<file path="config.mk">
export PLATFORM = sky130hd
export DESIGN_NAME = bcd_updown_counter
export DESIGN_NICKNAME = d
export VERILOG_FILES = /design/src/rtl/bcd_pkg.sv /design/src/rtl/bcd_digit.sv /design/src/rtl/bcd_updown_counter.sv
export SDC_FILE = /design/constraint.sdc
export NUM_CORES = 1
export LEC_CHECK = 0
export CORE_MARGIN = 3
export CORE_UTILIZATION = 40
export DETAILED_ROUTE_END_ITERATION = 10
export PLACE_DENSITY = 0.71
export SLEW_MARGIN = 10
export SYNTH_ARGS = -nofsm -noshare
export SYNTH_HDL_FRONTEND = slang
export SYNTH_SLANG_ARGS = --single-unit
</file>
<file path="constraint.sdc">
create_clock -name clk -period 2 [get_ports clk]
set_clock_uncertainty 0.05 [all_clocks]
set_input_delay 0.2 -clock clk [delete_from_list [all_inputs] [get_ports clk]]
set_output_delay 0.2 -clock clk [all_outputs]
set_load 0.02 [all_outputs]
</file>
<file path="src/rtl/bcd_pkg.sv">
// Shared BCD digit type, digit limits and validity helper for the up/down decade counter.
package bcd_pkg;

  localparam logic [3:0] BCD_MAX = 4'd9;
  localparam logic [3:0] BCD_MIN = 4'd0;

  typedef logic [3:0] bcd_digit_t;

  function automatic logic bcd_valid(input logic [3:0] v);
    return (v <= BCD_MAX);
  endfunction

endpackage

</file>
<file path="src/rtl/bcd_digit.sv">
// One BCD decade: a 4-bit register with load, up/down step and ripple carry/borrow out.
module bcd_digit
  import bcd_pkg::*;
(
  input  logic       clk,
  input  logic       reset_i,
  input  logic       load_i,
  input  logic [3:0] load_val_i,
  input  logic       step_i,
  input  logic       up_dn_i,
  output logic [3:0] digit_o,
  output logic       step_o,
  output logic       load_bad_o
);

  bcd_digit_t digit_q, digit_d;

  assign load_bad_o = ~bcd_valid(load_val_i);

  // Carry/borrow ripples combinationally so all decades update on the same edge.
  assign step_o = step_i & (up_dn_i ? (digit_q == BCD_MAX) : (digit_q == BCD_MIN));

  always_comb begin
    digit_d = digit_q;
    if (load_i) begin
      digit_d = load_bad_o ? BCD_MIN : load_val_i;
    end else if (step_i) begin
      if (up_dn_i) begin
        digit_d = (digit_q == BCD_MAX) ? BCD_MIN : digit_q + 4'd1;
      end else begin
        digit_d = (digit_q == BCD_MIN) ? BCD_MAX : digit_q - 4'd1;
      end
    end
  end

  always_ff @(posedge clk) begin
    if (reset_i) begin
      digit_q <= BCD_MIN;
    end else begin
      digit_q <= digit_d;
    end
  end

  assign digit_o = digit_q;

endmodule

</file>
<file path="src/rtl/bcd_updown_counter.sv">
// Multi-decade synchronous BCD up/down counter with parallel load, terminal count and load error flag.
module bcd_updown_counter
  import bcd_pkg::*;
#(
  parameter int unsigned NUM_DIGITS = 4
) (
  input  logic                    clk,
  input  logic                    reset,
  input  logic                    en,
  input  logic                    up_dn,
  input  logic                    load,
  input  logic [4*NUM_DIGITS-1:0] d,
  output logic [4*NUM_DIGITS-1:0] q,
  output logic                    tc,
  output logic                    load_err
);

  logic [NUM_DIGITS:0]   step;
  logic [NUM_DIGITS-1:0] load_bad;
  logic                  load_err_q, load_err_d;

  assign step[0] = en & ~load;

  for (genvar k = 0; k < NUM_DIGITS; k++) begin : g_digit
    bcd_digit u_digit (
      .clk        (clk),
      .reset_i    (reset),
      .load_i     (load),
      .load_val_i (d[4*k +: 4]),
      .step_i     (step[k]),
      .up_dn_i    (up_dn),
      .digit_o    (q[4*k +: 4]),
      .step_o     (step[k+1]),
      .load_bad_o (load_bad[k])
    );
  end

  // Reset masks the carry chain output so tc never fires while the count is being cleared.
  assign tc = step[NUM_DIGITS] & ~reset;

  assign load_err_d = load & (|load_bad);

  always_ff @(posedge clk) begin
    if (reset) begin
      load_err_q <= 1'b0;
    end else begin
      load_err_q <= load_err_d;
    end
  end

  assign load_err = load_err_q;

endmodule

</file>
==> qor.yml <==
run_status: "finished clean"
p_total_uw: 1030
yosysUniqueCellTypes: 54
pwr-share-clk_pct: 26.4
syn_avg_cell_area_um2: 7.26
clk_pin_slew_worst_paths_ns: 0.08
critPathMaxFanout: 3
slew_headroom_pct: 75.4
core-area_um2: 3470
cts_max_level: 1
r2r_slack_ns: 0.05
critical-path-top-delay-family: "simple AND/OR/NAND/NOR gates"
p_int_uw: 686
period_minus_slack_ns: 1.99
max_freq_mhz: 503
layout-drive-gt1-share_pct: 19.1
cpPeakStageDelay_ns: 0.54
area_growth_pct: 41.0
netSwitchingPower_uw: 344
grt_pass1_wl_um: 6820
cts_buffers: 3
p_comb_share_pct: 36.5
seq_power_share_pct: 37.1
nets: 278
viasPerCell: 5.61
clock-root-buffer: "clkbuf_8"
layout_setup_ws_ns: 0.0121
ys_seq_elements: 17
first_iter_violations: 190
routedWlPerCell_um: 13.6
synth_top_area_share_pct: 22.7
ir_worst_vdd_v: 0.000422
ys_top_cells_by_area: "dfxtp_1 (23%), o21ai_0 (7.0%), a21oi_1 (5.4%)"
grt_overflow: 0
hold_path.class: "in2reg"
core.rowCount: 21
clk_path_buf_depth: 2
setup_violations: 0
cp.arrival_ns: 1.74
critical_path.slowest_cell: "or4_4"
remaining_drc_errors: 0
synth_edf_count: 0
drt_first_pass_iters: 4
final_area_um2: 2110
wl_um: 4110
ys_seq_area_share_pct: 22.7
diodes: 0
dieHeight_um: 67.2
io_pins: 39
cts_tree: "built"
yosysWarningCount: 0
fill_cells: 347
worstSetupPathType: "reg2out"
grt_max_degree: 22
switching_share_pct: 33.4
pre_cts_ws_ns: -0.728
path_buf_inv: 1
ant_nets: 0
dieArea_um2: 4510
chipWidth_um: 67.2
grt_pass1_vias: 1503
worstSetupStartpointType: "flip-flop"
syn-cell-area_um2: 1500
place_hpwl_um: 3070
maxCapViolations: 0
clk_latency_ns: 0.26
cts_sinks: 17
synthArstFlopShare_pct: 0
syn_inst: 206
tightest_slew_ns: 0.366
antenna_found_initial: 0
start_util_pct: 43.1
slew_violations: 0
place_inst: 298
gp_congestion: 0.855
grt.total_usage_pct: 19.3
final_hold_viol_count: 0
stdcell_count: 302
holdWs_ns: 0.517
yosys.area.top_type: "dfxtp_1"
postPlaceCellArea_um2: 2060
power.density_nw_per_um2: 488
rsz0062_at_grt: "true"
crit_path_end_kind: "output pin"
leakage_uw: 0.000815
path_cells: "nor3_4, o211ai_4, or4_4, nor2_2, buf_4"
synth_nets: 227
synth_ff_type: "dfxtp_1"
required_ns: 1.75
fin_crit_sh_pct: 99.4
vias: 1693
portBuffers: 38
==> layout make-up <==
type	instances	area, um2	area share (%)
clock buffer	3	41.3	1.96
clock inverter	1	5.00	0.237
inverter	12	45.0	2.14
multi-input combinational	156	1020	48.3
sequential	17	345	16.4
tap	46	57.6	2.73
timing repair buffer	67	596	28.2
==> metal layers <==
layer  share of wire (%)  up-vias  GRT usage [%]
met5                   0        -              0
met4                0.71        0           4.05
met3                 6.8        2           3.83
met2                  44       59           30.6
met1                  48      769           27.1
li1                    -      863              -
==> state kept, by name, summed over array words and instances, names as in the netlist <==
signal                   cells
g_digit.u_digit.digit_o     16
load_err                     1
==> power groups by stage <==
| stage | sequential, uW | combinational, uW | clock, uW |
|---|---|---|---|
| after detailed placement | 389 | 373 | 0 |
| after floorplan | 408 | 198 | 0 |
| after global routing | 385 | 411 | 294 |
| after CTS | 382 | 375 | 276 |
| after global placement | 390 | 370 | 0 |
| final | 382 | 376 | 272 |
==> per-stage QoR <==
step	util, %	TNS, ns
final	60.8	0
after floorplan	-	0
after CTS	60.8	0
after global routing	60.8	-0.0671
after global placement	59.5	-2.82
after detailed placement	59.5	-2.95
==> what timing repair did <==
| action | in CTS | in global routing |
|---|---|---|
| pin swaps | 1 | 1 |
| hold buffers | 0 | 0 |
| resized for setup | 8 | 0 |
| endpoints found under the hold margin | 0 | 0 |
| setup buffers | 0 | 0 |
| endpoints found under the setup margin | 5 | 3 |
==> final timing paths <==
kind | from | to | cells past startpoint
worst max register to register | g_digit[0].u_digit.digit_o[3] | g_digit[3].u_digit.digit_o[2] | 6
worst min register to register | g_digit[1].u_digit.digit_o[1] | g_digit[1].u_digit.digit_o[2] | 2
worst max-delay path | g_digit[0].u_digit.digit_o[3] | tc | 5
worst min-delay path | d[4] | g_digit[1].u_digit.digit_o[0] | 3
==> worst reg2reg max path: cells and delay by family, from the launching register on <==
family          cells  cell delay [ns]
compound gates      2             0.37
simple gates        3             0.90
flops               1             0.35
buf+inv             1             0.18
==> layout by cell type (no fill, tap or decap), types with 4 or more instances in the layout <==
cell | synthesis | final
nor2b_1 | 4 | 4
and3_1 | 6 | 6
nand3_1 | 4 | 4
dfxtp_1 | 17 | 13
inv_1 | 12 | 12
o21ai_0 | 21 | 21
a211oi_1 | 5 | 5
buf_4 | 3 | 30
o22ai_1 | 4 | 4
nor3_1 | 9 | 9
a21oi_1 | 16 | 16
clkdlybuf4s50_1 | 0 | 36
nor2_1 | 15 | 14
xnor2_1 | 7 | 7
nand2_1 | 9 | 9
nor4_1 | 7 | 7
dfxtp_2 | 0 | 4
==> cells in the mapped netlist (2+ instances only) <==
master    instances
o21ai_0          21
o22ai_1           4
or4_1             3
and3_1            6
mux2i_1           2
or2_2             2
o41ai_1           2
xnor2_1           7
a21oi_1          16
nor2b_1           4
buf_1             3
clkbuf_1          9
a221oi_1          2
nand2b_1          2
a211oi_1          5
xor2_1            2
a31oi_1           3
nor2_1           15
inv_1            12
dfxtp_1          17
or3_1             2
nand4_1           2
nand3_1           4
nor4_1            7
nor3_1            9
buf_4             3
nand2_1           9
nand3b_1          2
buf_2             6
==> kinds of logic after synthesis <==
logic type      count (synthesis)  synth area share (%)
compound gates                 70                  31.4
simple gates                   75                  29.7
flops                          17                  22.7
mux                             2                  1.34
xor+xnor                        9                  5.27
buf+inv                        33                  9.53
Note: power is estimated with default switching activity, not from simulation.
